**config.mk**
```make
export PLATFORM = sky130hd
export DESIGN_NAME = frame_refresh_sequencer
export DESIGN_NICKNAME = d
export VERILOG_FILES = /design/src/rtl/led_matrix_pkg.sv /design/src/rtl/led_gap_timer.sv /design/src/rtl/frame_refresh_sequencer.sv
export SDC_FILE = /design/constraint.sdc
export NUM_CORES = 1
export LEC_CHECK = 0
export ABC_CLOCK_PERIOD_IN_PS = 3400
export BUFFER_PORTS_ARGS = -buffer_cell sky130_fd_sc_hd__buf_2
export CAP_MARGIN = 25
export CELL_PAD_IN_SITES_DETAIL_PLACEMENT = 1
export CELL_PAD_IN_SITES_GLOBAL_PLACEMENT = 2
export CORE_MARGIN = 5
export CORE_UTILIZATION = 35
export CTS_CLUSTER_DIAMETER = 60
export DETAILED_ROUTE_END_ITERATION = 7
export PLACE_DENSITY_LB_ADDON = 0.1
export SYNTH_ARGS = -nofsm -noshare
export SYNTH_HDL_FRONTEND = slang
export SYNTH_SLANG_ARGS = --single-unit
```
**constraint.sdc**
```tcl
create_clock -name CLK -period 3.4 [get_ports CLK]
set_input_delay 0.85 -clock CLK [delete_from_list [all_inputs] [get_ports CLK]]
set_output_delay 0.85 -clock CLK [all_outputs]
set_load 0.05 [all_outputs]
```
**src/rtl/led_matrix_pkg.sv**
```systemverilog
// Shared types and default sizes for the LED matrix datapath
// (refresh sequencer, serial encoder and SPI frame writer).
package led_matrix_pkg;

  localparam int PIXEL_W        = 24;
  localparam int DEF_NUM_PIXELS = 64;
  localparam int DEF_GAP_CYCLES = 600;

  typedef enum logic [2:0] {
    ST_IDLE    = 3'd0,
    ST_FETCH   = 3'd1,
    ST_WAIT    = 3'd2,
    ST_PRESENT = 3'd3,
    ST_DRAIN   = 3'd4,
    ST_GAP     = 3'd5
  } fsm_state_t;

endpackage

```
**src/rtl/led_gap_timer.sv**
```systemverilog
// Loadable down-counter timing the latch gap; zero is high while the count is 0.
module led_gap_timer #(
  parameter int CNT_W = 10
) (
  input  logic             CLK,
  input  logic             RESET,
  input  logic             load,
  input  logic             dec_en,
  input  logic [CNT_W-1:0] load_val,
  output logic             zero
);

  localparam logic [CNT_W-1:0] CNT_ONE = CNT_W'(1);

  logic [CNT_W-1:0] cnt_q;
  logic [CNT_W-1:0] cnt_d;

  // Load wins over decrement; the count saturates at zero.
  always_comb begin
    cnt_d = cnt_q;
    if (load) begin
      cnt_d = load_val;
    end else if (dec_en && (cnt_q != {CNT_W{1'b0}})) begin
      cnt_d = cnt_q - CNT_ONE;
    end else begin
      cnt_d = cnt_q;
    end
  end

  // Count register.
  always_ff @(posedge CLK or posedge RESET) begin
    if (RESET) begin
      cnt_q <= {CNT_W{1'b0}};
    end else begin
      cnt_q <= cnt_d;
    end
  end

  assign zero = (cnt_q == {CNT_W{1'b0}});

endmodule

```
**src/rtl/frame_refresh_sequencer.sv**
```systemverilog
// Sequences one LED-matrix refresh: fetch each pixel of the displayed bank, hand it
// to the bit encoder, wait for the encoder to drain, then hold the latch gap.
module frame_refresh_sequencer
  import led_matrix_pkg::*;
#(
  parameter int NUM_PIXELS = DEF_NUM_PIXELS,
  parameter int ADDR_W     = 6,
  parameter int GAP_CYCLES = DEF_GAP_CYCLES
) (
  input  logic               CLK,
  input  logic               RESET,
  input  logic               frame_req,
  input  logic               swap_req,
  output logic               swap_ack,
  output logic               buf_sel,
  output logic               mem_rd_en,
  output logic [ADDR_W:0]    mem_rd_addr,
  input  logic [PIXEL_W-1:0] mem_rd_data,
  output logic               pix_valid,
  output logic [PIXEL_W-1:0] pix_data,
  input  logic               pix_ready,
  input  logic               enc_idle,
  output logic               busy,
  output logic               frame_done
);

  localparam int                CNT_W    = $clog2(GAP_CYCLES);
  localparam logic [ADDR_W-1:0] LAST_IDX = ADDR_W'(NUM_PIXELS - 1);
  localparam logic [ADDR_W-1:0] IDX_ONE  = ADDR_W'(1);
  localparam logic [CNT_W-1:0]  GAP_LOAD = CNT_W'(GAP_CYCLES - 1);

  fsm_state_t         state_q, state_d;
  logic [ADDR_W-1:0]  idx_q, idx_d;
  logic               buf_sel_q, buf_sel_d;
  logic               req_pend_q, req_pend_d;
  logic               swap_pend_q, swap_pend_d;
  logic               frame_req_q, swap_req_q;
  logic               pix_valid_q, pix_valid_d;
  logic [PIXEL_W-1:0] pix_data_q, pix_data_d;
  logic               swap_ack_q, swap_ack_d;
  logic               busy_q, busy_d;
  logic               frame_done_q, frame_done_d;

  logic start_s;
  logic gap_load_s;
  logic gap_dec_s;
  logic gap_zero_s;
  logic req_any_s;
  logic swap_any_s;

  assign req_any_s  = frame_req_q | req_pend_q;
  assign swap_any_s = swap_req_q | swap_pend_q;
  assign gap_dec_s  = (state_q == ST_GAP);

  led_gap_timer #(
    .CNT_W (CNT_W)
  ) u_gap_timer (
    .CLK      (CLK),
    .RESET    (RESET),
    .load     (gap_load_s),
    .dec_en   (gap_dec_s),
    .load_val (GAP_LOAD),
    .zero     (gap_zero_s)
  );

  // State, bookkeeping and registered outputs.
  always_ff @(posedge CLK or posedge RESET) begin
    if (RESET) begin
      state_q      <= ST_IDLE;
      idx_q        <= {ADDR_W{1'b0}};
      buf_sel_q    <= 1'b0;
      req_pend_q   <= 1'b0;
      swap_pend_q  <= 1'b0;
      frame_req_q  <= 1'b0;
      swap_req_q   <= 1'b0;
      pix_valid_q  <= 1'b0;
      pix_data_q   <= {PIXEL_W{1'b0}};
      swap_ack_q   <= 1'b0;
      busy_q       <= 1'b0;
      frame_done_q <= 1'b0;
    end else begin
      state_q      <= state_d;
      idx_q        <= idx_d;
      buf_sel_q    <= buf_sel_d;
      req_pend_q   <= req_pend_d;
      swap_pend_q  <= swap_pend_d;
      frame_req_q  <= frame_req;
      swap_req_q   <= swap_req;
      pix_valid_q  <= pix_valid_d;
      pix_data_q   <= pix_data_d;
      swap_ack_q   <= swap_ack_d;
      busy_q       <= busy_d;
      frame_done_q <= frame_done_d;
    end
  end

  // Next state; a frame start (from IDLE or straight out of GAP) also commits a pending swap.
  always_comb begin
    state_d     = state_q;
    idx_d       = idx_q;
    buf_sel_d   = buf_sel_q;
    req_pend_d  = req_pend_q | (frame_req_q & (state_q != ST_IDLE));
    swap_pend_d = swap_pend_q | swap_req_q;
    start_s     = 1'b0;
    gap_load_s  = 1'b0;

    case (state_q)
      ST_IDLE: begin
        if (req_any_s) begin
          start_s = 1'b1;
        end else begin
          state_d = ST_IDLE;
        end
      end
      ST_FETCH: state_d = ST_WAIT;
      ST_WAIT:  state_d = ST_PRESENT;
      ST_PRESENT: begin
        if (pix_valid_q && pix_ready) begin
          if (idx_q == LAST_IDX) begin
            state_d = ST_DRAIN;
          end else begin
            idx_d   = idx_q + IDX_ONE;
            state_d = ST_FETCH;
          end
        end else begin
          state_d = ST_PRESENT;
        end
      end
      ST_DRAIN: begin
        if (enc_idle) begin
          state_d    = ST_GAP;
          gap_load_s = 1'b1;
        end else begin
          state_d = ST_DRAIN;
        end
      end
      ST_GAP: begin
        if (gap_zero_s && req_any_s) begin
          start_s = 1'b1;
        end else if (gap_zero_s) begin
          state_d = ST_IDLE;
        end else begin
          state_d = ST_GAP;
        end
      end
      default: state_d = ST_IDLE;
    endcase

    if (start_s) begin
      state_d    = ST_FETCH;
      idx_d      = {ADDR_W{1'b0}};
      req_pend_d = 1'b0;
      if (swap_any_s) begin
        buf_sel_d   = ~buf_sel_q;
        swap_pend_d = 1'b0;
      end else begin
        buf_sel_d = buf_sel_q;
      end
    end else begin
      idx_d = idx_d;
    end
  end

  // Registered-output next values, aligned with the state they describe.
  always_comb begin
    busy_d       = (state_d != ST_IDLE);
    pix_valid_d  = (state_d == ST_PRESENT);
    swap_ack_d   = start_s & swap_any_s;
    frame_done_d = (state_q == ST_GAP) & gap_zero_s;
    if (state_q == ST_WAIT) begin
      pix_data_d = mem_rd_data;
    end else begin
      pix_data_d = pix_data_q;
    end
  end

  // The read strobe and address decode directly so the buffer sees them in FETCH.
  assign mem_rd_en   = (state_q == ST_FETCH);
  assign mem_rd_addr = {buf_sel_q, idx_q};

  assign swap_ack   = swap_ack_q;
  assign buf_sel    = buf_sel_q;
  assign pix_valid  = pix_valid_q;
  assign pix_data   = pix_data_q;
  assign busy       = busy_q;
  assign frame_done = frame_done_q;

endmodule

```
# After elaboration in Yosys (flattened, before gate mapping)
# Index checks and enable logic that the tools add are counted.
[classes] n_eq_ne=8 n_mux=21 addsub=2 reduce_logical=13 bitwise=7
[op_table] op="6-bit two-way mux" n=4
[op_table] op="10-bit two-way mux" n=2
[op_table] op="3-bit two-way mux" n=6
[op_table] op="3-bit one-hot mux with 6 select lines" n=1
[op_table] op="10-bit logical NOT" n=1
[op_table] op="10-bit nonzero test" n=1
[op_table] op="10-bit by 1-bit subtractor with 10-bit output, second input constant" n=1
[op_table] op="3-bit by 2-bit == test with 1-bit output, second input constant" n=3
[op_table] op="1-bit two-way mux" n=7
[op_table] op="6-bit by 1-bit adder with 6-bit output, second input constant" n=1
[op_table] op="3-bit == test, second input constant" n=2
[op_table] op="6-bit == test, second input constant" n=1
[op_table] op="2-bit nonzero test" n=3
[op_table] op="3-bit nonzero test" n=2
[op_table] op="1-bit bitwise AND" n=3
[op_table] op="3-bit by 1-bit == test with 1-bit output, second input constant" n=1
[op_table] op="1-bit logical AND" n=3
[op_table] op="3-bit logical NOT" n=1
[op_table] op="1-bit bitwise OR" n=3
[op_table] op="3-bit AND reduction" n=1
[op_table] op="2-bit != test, second input constant" n=1
[op_table] op="1-bit one-hot mux with 2 select lines" n=1
[op_table] op="2-bit AND reduction" n=1
[op_table] op="1-bit inverter" n=1
[totals] inputBits=30 reg_bits=52

# Depth between registers and ports, before layout
# Gate-level depths: netlist of the first run.
[depth] word_depth=6 depth_mapped=6 mapped_depth_nobuf=6

# Cells and area by module
# A second synthesis of the first run with hierarchy kept.
[unflattened] hier_cells=210 hier_area_um2=2451.1
[modules_own_cells] mod="frame_refresh_sequencer" area_each_um2=1795.5 n_inst=1 seq_area_each_um2=1051.0 cells_per_inst=141
[modules_own_cells] mod="led_gap_timer" area_each_um2=655.6 n_inst=1 seq_area_each_um2=250.2 cells_per_inst=69

# Worst setup path after synthesis of the first run
# Ideal clock, no wire load.
[synth_path] path_type="flip-flop to output port" startpoint="reg state_q[2]" endpoint="out mem_rd_en" arrival_time_ns=1.091 setup_slack_ns=1.459 required_time_ns=2.550 path_stages_with_launch=4 path_buffers=1 path_cell_list="dfrtp_1 clkbuf_1 inv_1 and3_1"
[synth_via] elab_chain_cells=1
[synth_lines] element="start, declared" line="frame_refresh_sequencer.sv:32" source="fsm_state_t state_q, state_d;"
[synth_lines] element="start signal, assigned" line="frame_refresh_sequencer.sv:82" source="state_q <= state_d;"
[synth_lines] element="3-bit by 1-bit == test with 1-bit output" line="frame_refresh_sequencer.sv:178" source="assign mem_rd_en = (state_q == ST_FETCH);"
[synth_lines] element="end, declared" line="frame_refresh_sequencer.sv:16" source="output logic mem_rd_en,"
# Every way passes these cells.

# Worst setup path after layout of the first run
# Ends and elaborated chain as after synthesis.

==> impl_results.rst, run 1 <==
.. list-table::
   :header-rows: 1

   * - Metric
     - Value
   * - Cell Rows
     - 29
   * - Final Max Slew Viols
     - 0
   * - Cts hold-fix bufs
     - 0
   * - Clock insertion delay at the later pin of the skew report
     - about 0.31 ns
   * - Final cell count without fillers
     - approximately 330
   * - Total overflow reported by the global router
     - 0
   * - Cell area after synthesis
     - between 0.002 and 0.0025 mm^2
   * - Via count
     - approximately 1700
   * - Setup TNS
     - 0 ns
   * - Die area
     - approximately 0.0083 mm^2
   * - Fraction of synthesized cell area taken by the top area cell type
     - 0.564
   * - Fraction of final layout cells sized beyond drive strength 1
     - 0.432
   * - Final setup skew
     - around 0.01 ns
   * - Crit path max fanout
     - 12
   * - Cells taking the most area after synthesis
     - sky130_fd_sc_hd__dfrtp_1 (56%), sky130_fd_sc_hd__mux2_2 (12%), sky130_fd_sc_hd__nor2_1 (2.8%)
   * - Minimum clock period
     - 2.25 ns
   * - Worst Reg2Reg Path Length in Cells
     - 6
   * - FMAX
     - 0.445 GHz
   * - Root Driver
     - sky130_fd_sc_hd__clkbuf_8
   * - Final HPWL DP
     - 3.92 mm
   * - Width of the chip
     - 91.2 um
   * - Post-Synthesis Net Count
     - ~220
   * - Headroom to the max-slew limit
     - 0.561
   * - Wire length of the first global-routing pass
     - 9.25 mm
   * - DR iter-0 viols
     - 33
   * - Cells after DPL
     - roughly 330
   * - Final Wtd Congestion
     - between 0.7 and 0.8
   * - Post-Synthesis Cells
     - 189
   * - Async set-reset flop share out of synthesis
     - 1.00
   * - Largest net degree at the start of global routing
     - 53
   * - Hold slack
     - between 0.4 and 0.5 ns
   * - Cts repair resizes
     - 0
   * - Setup bufs post-CTS
     - 0
   * - Most frequent cells in the layout
     - sky130_fd_sc_hd__buf_2 (66), sky130_fd_sc_hd__dfrtp_1 (52), sky130_fd_sc_hd__mux2_2 (24)
   * - Setup crit start kind
     - flip-flop
   * - Met1 demand-to-capacity share in global routing
     - 0.189
   * - Hold Path Depth
     - 1
   * - Run status
     - completed
   * - Setup-violating endpoint count in the final report
     - 0
   * - Clock sinks
     - 52
   * - Maximum level of the CTS H-tree
     - 2
   * - Setup repair after global routing missed its margin
     - false
   * - Register area share after synthesis
     - 0.564
   * - Synth Flop Type
     - sky130_fd_sc_hd__dfrtp_1
   * - Worst setup slack for register-to-register paths
     - roughly 1.3 ns
   * - Number of design rule violations left after detail routing
     - 0
   * - Placeable core region
     - 0.00639 mm^2
   * - Seq cells post-synth
     - 52
   * - Count of maximum capacitance violations
     - 0
   * - Total clock buffers created by CTS
     - 5
   * - Static leakage power
     - roughly 1.2 nW
   * - Arrival time reported for the critical path endpoint
     - between 1 and 1.5 ns
   * - CTS tree
     - done
   * - Fill cell count
     - just over 700
   * - Cell type with the highest aggregate area in the netlist
     - sky130_fd_sc_hd__dfrtp_1
   * - Area Overhead vs Synth
     - 21.4%
   * - Vias per std cell
     - approximately 5.2
   * - Vias in the first global route
     - between 1500 and 2000
   * - IO buf count
     - 66
   * - Overall die height
     - 91.2 um
   * - Tightest Pin Transition
     - 0.659 ns
   * - Most common cell after layout, fill and taps aside
     - sky130_fd_sc_hd__buf_2
   * - Number of antenna violations at the first check in global routing
     - 0
   * - Antenna Violating Nets Remaining
     - 0
   * - Busiest grt layer
     - met2
   * - Final Net Count
     - roughly 290
   * - Total Routing Usage GR
     - 0.136
   * - Worst supply voltage drop on vdd
     - 0.528 mV
   * - Worst-case clock buffer depth
     - 2
   * - Worst Setup Path Type
     - flip-flop to output port
   * - Met2 capacity usage during global routing
     - 0.204
   * - Final Cycle Share
     - 0.661
   * - Number of diodes added for antenna fixing
     - 0
   * - Total Routed Length
     - around 5.4 mm
   * - Clock input transition at the sequential cells of the worst setup and hold paths
     - approximately 0.090 ns
   * - Number of distinct library cells after synthesis
     - 43
   * - Pre-antenna DRT Iters
     - 3
   * - Syn_area_per_cell
     - 12.2 um^2
   * - Count of yosys warnings during synthesis
     - 0
   * - Required time of the critical path
     - 2.55 ns
   * - Crit. End Element
     - output port
   * - Ports
     - 67
   * - Final-report hold violation count
     - 0
   * - Met3 layer usage reported by global route
     - 0.0405
   * - Starting utilization of the core area
     - 0.361
   * - Post-DR wirelength/cell
     - 16.1 um
   * - Power Density
     - 968 mW/mm^2
   * - Count of flip-flops with a built-in enable after synthesis
     - 0
   * - Hold/Removal Path Class
     - flip-flop to flip-flop
layer usage:
layer,routed length [um],up-vias
met2,2400,43
met4,64,0
met3,305,6
met5,0,-
met1,2610,853
li1,-,834
final cells by class:
type | instances | area [um^2] | share of cell area
sequential | 52 | 1300 | 0.464
multi-input combinational | 124 | 952 | 0.340
timing repair buffer | 68 | 345 | 0.123
tap | 77 | 96.3 | 0.0344
clock buffer | 6 | 72.6 | 0.0259
inverter | 5 | 18.8 | 0.00670
clock inverter | 2 | 16.3 | 0.00580
critical path, cell delays in order, from the launching register on:
cell and delay [ns]:
sky130_fd_sc_hd__dfrtp_1 0.56, sky130_fd_sc_hd__inv_1 0.13, sky130_fd_sc_hd__and3_1 0.20, sky130_fd_sc_hd__buf_2 0.21
cells in the mapped netlist (2+ instances only):
library cell	number
sky130_fd_sc_hd__buf_2	4
sky130_fd_sc_hd__nor2_1	17
sky130_fd_sc_hd__mux2_2	24
sky130_fd_sc_hd__clkbuf_1	3
sky130_fd_sc_hd__a311o_1	2
sky130_fd_sc_hd__nor3_2	2
sky130_fd_sc_hd__a21oi_1	8
sky130_fd_sc_hd__nand2b_1	2
sky130_fd_sc_hd__a41oi_1	2
sky130_fd_sc_hd__or2_2	3
sky130_fd_sc_hd__nand3_1	6
sky130_fd_sc_hd__inv_1	5
sky130_fd_sc_hd__nor4_1	2
sky130_fd_sc_hd__nor3_1	6
sky130_fd_sc_hd__nand2_1	2
sky130_fd_sc_hd__xnor2_1	2
sky130_fd_sc_hd__a31oi_1	2
sky130_fd_sc_hd__or3_1	2
sky130_fd_sc_hd__ha_1	3
sky130_fd_sc_hd__a211oi_1	4
sky130_fd_sc_hd__mux2i_1	2
sky130_fd_sc_hd__dfrtp_1	52
sky130_fd_sc_hd__o31ai_1	5
sky130_fd_sc_hd__o21ai_0	2
sky130_fd_sc_hd__and3_1	4
sky130_fd_sc_hd__or4_1	6
metrics by stage:
step	utilization	cell area [um^2]	power, mW	setup slack [ns]
global placement	0.425	2710	2.37	1.41
global route	0.439	2800	2.88	1.07
detailed placement	0.425	2710	2.39	1.32
CTS	0.439	2800	2.76	1.14
finish	0.439	2800	2.71	1.15
floorplan	-	2310	2.07	1.29
cells by family (layout without fill, tap and decap cells):
kind of cell | after synthesis | after routing | share of synthesized area
AO/OA/AOI/OAI | 30 | 30 | 0.0997
XOR/XNOR | 3 | 3 | 0.0114
adder cells (fa/ha/maj) | 3 | 3 | 0.0163
buffers and inverters | 13 | 81 | 0.0249
flip-flops | 52 | 52 | 0.564
multiplexers | 26 | 26 | 0.126
AND/OR/NAND/NOR | 62 | 62 | 0.158
path summary, 6_finish.rpt:
check,start,end
worst max register to register,u_gap_timer.cnt_q[0],idx_q[2]
worst min register to register,u_gap_timer.cnt_q[0],u_gap_timer.cnt_q[0]
worst max-delay path,state_q[2],mem_rd_en
max in group asynchronous,RESET,idx_q[1]
worst min-delay path,u_gap_timer.cnt_q[0],u_gap_timer.cnt_q[0]
min in group asynchronous,RESET,pix_data[14]
flip-flops by register name, summed over array words and instances, names as in the netlist:
name and cells:
req_pend_q 1, swap_ack 1, state_q 3, frame_done 1, buf_sel 1, idx_q 6
frame_req_q 1, u_gap_timer.cnt_q 10, swap_req_q 1, swap_pend_q 1, busy 1, pix_data 24
pix_valid 1
where the power goes:
group / total (mW) / internal, mW / switching (mW)
logic: 1.39 / 0.399 / 0.988
registers: 0.966 / 0.826 / 0.140
clock network: 0.359 / 0.147 / 0.212
total: 2.71 / 1.37 / 1.34
Note: power is estimated with default switching activity, not from simulation.
==> run 2, diff against run 1 <==
- ABC_CLOCK_PERIOD_IN_PS: 3400 -> 2100
- CORE_UTILIZATION: 35 -> 33
- clock period: 3.4 -> 2.1 ns (I/O delays scaled with it)
==> run 2 against run 1 <==
Setup slack got worse by 1.0 ns. Clock skew decreased by 0.0029 ns. Cell area up 5.4%. Total power is 71% higher. Count of clock-buffer cells in the layout is the same. Wire length up 3.7%. Cell count is 8.1% higher. Hold slack worse by 0.25 ns. Largest power group unchanged.
==> impl_results.rst, run 2 (synthesis results as in run 1) <==
.. list-table::
   :header-rows: 1

   * - Metric
     - Value
   * - Total Routed Length
     - 5.58 mm (+3.7%)
   * - Run status
     - completed
   * - Fraction of final layout cells sized beyond drive strength 1
     - 0.453 (+0.0209)
   * - Cell-by-cell trace of the critical path
     - buf_4 > inv_1 > and3_1 > clkbuf_4
   * - Required time of the critical path
     - 1.57 ns (-0.98 ns)
   * - FMAX
     - 0.502 GHz
   * - Antenna Violating Nets Remaining
     - 0 (unchanged)
   * - Number of antenna violations at the first check in global routing
     - 0 (unchanged)
   * - Library cell contributing the largest single delay on the critical path
     - sky130_fd_sc_hd__dfrtp_1
   * - Total overflow reported by the global router
     - 0 (unchanged)
   * - Final Max Slew Viols
     - 0 (unchanged)
   * - Number of diodes added for antenna fixing
     - 0 (unchanged)
   * - Clock insertion delay at the later pin of the skew report
     - 0.31 ns (about the same)
   * - Overall die height
     - 93.6 um (+2.7%)
   * - Worst supply voltage drop on vdd
     - 0.583 mV (+10%)
   * - Area Overhead vs Synth
     - 27.9%
   * - Setup repair after global routing missed its margin
     - false
   * - Final Wtd Congestion
     - 0.743 (+3.0%)
   * - Crit path max fanout
     - 7 (-5)
   * - Cts hold-fix bufs
     - 0 (unchanged)
   * - Final-report hold violation count
     - 0 (unchanged)
   * - Most common cell after layout, fill and taps aside
     - sky130_fd_sc_hd__buf_2
   * - Worst R2R End
     - state_q[0]
   * - Vias per std cell
     - 4.95 (-4.7%)
   * - Maximum level of the CTS H-tree
     - 2 (unchanged)
   * - Flip-flop count of the largest register after layout
     - 24 (unchanged)
   * - Count of maximum capacitance violations
     - 0 (unchanged)
   * - Arrival time reported for the critical path endpoint
     - 1.47 ns (+0.07 ns)
   * - Clock input transition at the sequential cells of the worst setup and hold paths
     - 0.10 ns (about the same)
   * - Cell Rows
     - 30 (+3.4%)
   * - Tightest Pin Transition
     - 0.505 ns (-0.154 ns)
   * - Crit. End Element
     - output port
   * - Worst setup slack for register-to-register paths
     - 0.14 ns (-1.18 ns)
   * - Pre-antenna DRT Iters
     - 4 (+1)
   * - Number of design rule violations left after detail routing
     - 0 (unchanged)
   * - DR iter-0 viols
     - 63 (+91%)
   * - Most frequent cells in the layout
     - sky130_fd_sc_hd__buf_2 (65), sky130_fd_sc_hd__dfrtp_1 (52), sky130_fd_sc_hd__mux2_2 (24)
   * - Total clock buffers created by CTS
     - 5 (unchanged)
   * - Final HPWL DP
     - 4.16 mm (+6.1%)
   * - Largest net degree at the start of global routing
     - 53 (unchanged)
   * - Starting utilization of the core area
     - 0.340 (-0.0217)
   * - Headroom to the max-slew limit
     - 0.662 (+0.101)
   * - Wire length of the first global-routing pass
     - 9.33 mm (+0.89%)
   * - Placeable core region
     - 0.00679 mm^2 (+6.4%)
   * - Setup TNS
     - 0 ns (unchanged)
   * - Clock sinks
     - 52 (unchanged)
   * - Root Driver
     - sky130_fd_sc_hd__clkbuf_8
   * - Width of the chip
     - 93.6 um (+2.7%)
   * - CTS tree
     - done
   * - Reg2reg start
     - u_gap_timer.cnt_q[0]
   * - Ports
     - 67 (unchanged)
   * - Vias in the first global route
     - 1843 (+2.4%)
   * - Minimum clock period
     - approximately 2.0 ns
   * - Die area
     - 0.00877 mm^2 (+5.4%)
   * - Final Net Count
     - 297 (+2.8%)
   * - Final Cycle Share
     - 0.949
   * - Hold slack
     - 0.247 ns (-0.249 ns)
   * - Setup-violating endpoint count in the final report
     - 0 (unchanged)
   * - Power Density
     - 1570 mW/mm^2 (+62%)
   * - Setup crit start kind
     - flip-flop
   * - Worst-case clock buffer depth
     - 2 (unchanged)
   * - Kind of cell with the highest combined delay on the critical path
     - buffers and inverters
   * - Final setup skew
     - 0.00703 ns (-0.00286 ns)
   * - Total Routing Usage GR
     - 0.133 (-0.00323)
   * - Via count
     - 1788 (+3.0%)
   * - IO buf count
     - 66 (unchanged)
   * - Post-DR wirelength/cell
     - 15.5 um (-4.1%)
   * - Crit path buf inv count
     - 3 (+1)
   * - Worst Reg2Reg Path Length in Cells
     - 6 (unchanged)
   * - Worst Setup Path Type
     - flip-flop to output port
   * - Critical Path Max Stage Delay
     - 0.47 ns (-0.09 ns)
   * - Static leakage power
     - 1.29 nW (+7.0%)
   * - Hold/Removal Path Class
     - input pin to asynchronous set/reset pin
==> run 2: cell types whose count changed in the layout (fill, tap and decap cells not counted) <==
cell | before | now
sky130_fd_sc_hd__bufinv_16 | 0 | 1
sky130_fd_sc_hd__clkinvlp_4 | 1 | 0
sky130_fd_sc_hd__clkbuf_1 | 1 | 0
sky130_fd_sc_hd__buf_12 | 0 | 2
sky130_fd_sc_hd__clkbuf_8 | 5 | 6
sky130_fd_sc_hd__buf_2 | 66 | 65
sky130_fd_sc_hd__nor3_2 | 2 | 1
sky130_fd_sc_hd__clkbuf_4 | 0 | 1
sky130_fd_sc_hd__nor3_4 | 0 | 1
sky130_fd_sc_hd__buf_4 | 2 | 8
==> run 2: metrics by stage <==
stage | total power [mW] | setup WS, ns | instances | cell area [um^2] | util
after floorplan | 3.35 | 0.239 | 189 | 2310 | -
after global placement | 3.91 | 0.165 | 353 | 2820 | 0.415
after detailed placement | 3.95 | 0.0953 | 353 | 2820 | 0.415
after CTS | 4.70 | 0.0531 | 361 | 2940 | 0.433
after global routing | 4.88 | 0.0226 | 361 | 2950 | 0.435
final | 4.63 | 0.106 | 361 | 2950 | 0.435
==> run 2: layout make-up <==
type / instances / area [um^2]
Sequential cell: 52 / 1300
Multi-Input combinational cell: 124 / 958
Clock inverter: 2 / 38.8
Fill cell: 765 / 3840
Tap cell: 96 / 120
Clock buffer: 6 / 82.6
Inverter: 5 / 18.8
Timing Repair Buffer: 76 / 433
==> run 2: power breakdown <==
group / switching (mW) / total, mW / internal (mW)
clock network: 0.347 / 0.738 / 0.390
logic: 1.66 / 2.36 / 0.706
registers: 0.186 / 1.52 / 1.34
==> run 2: repair_timing <==
action                                  4_1_cts  5_1_grt
resized for setup                             0        2
endpoints found under the setup margin        0        2
buffers inserted                              0        0
==> run 2: worst max path at each step <==
stage                               startpoint         end  slack, ns  cells past startpoint
final                               state_q[2]   mem_rd_en       0.11                      4
after global routing                state_q[2]   mem_rd_en       0.02                      4
after CTS                           state_q[2]   mem_rd_en       0.05                      4
after detailed placement  u_gap_timer.cnt_q[0]  state_q[0]        0.1                      6
after global placement    u_gap_timer.cnt_q[0]  state_q[0]       0.16                      6
after floorplan                       idx_q[0]    idx_q[1]       0.24                      5
==> run 2: worst register-to-register path, cell delays in order, from the launching register on <==
cell and delay, ns:
sky130_fd_sc_hd__dfrtp_1 0.42, sky130_fd_sc_hd__inv_1 0.09, sky130_fd_sc_hd__ha_1 0.16, sky130_fd_sc_hd__or3b_2 0.49, sky130_fd_sc_hd__nor3_4 0.30, sky130_fd_sc_hd__a21oi_1 0.12
sky130_fd_sc_hd__a311o_1 0.28
==> run 2: metal layers <==
metal / up-vias / share of wire / track usage
li1: 842 / - / -
met1: 891 / 0.47 / 0.186
met2: 51 / 0.47 / 0.213
met3: 4 / 0.060 / 0.0282
met4: 0 / 0.0045 / 0.0253
met5: - / 0 / 0
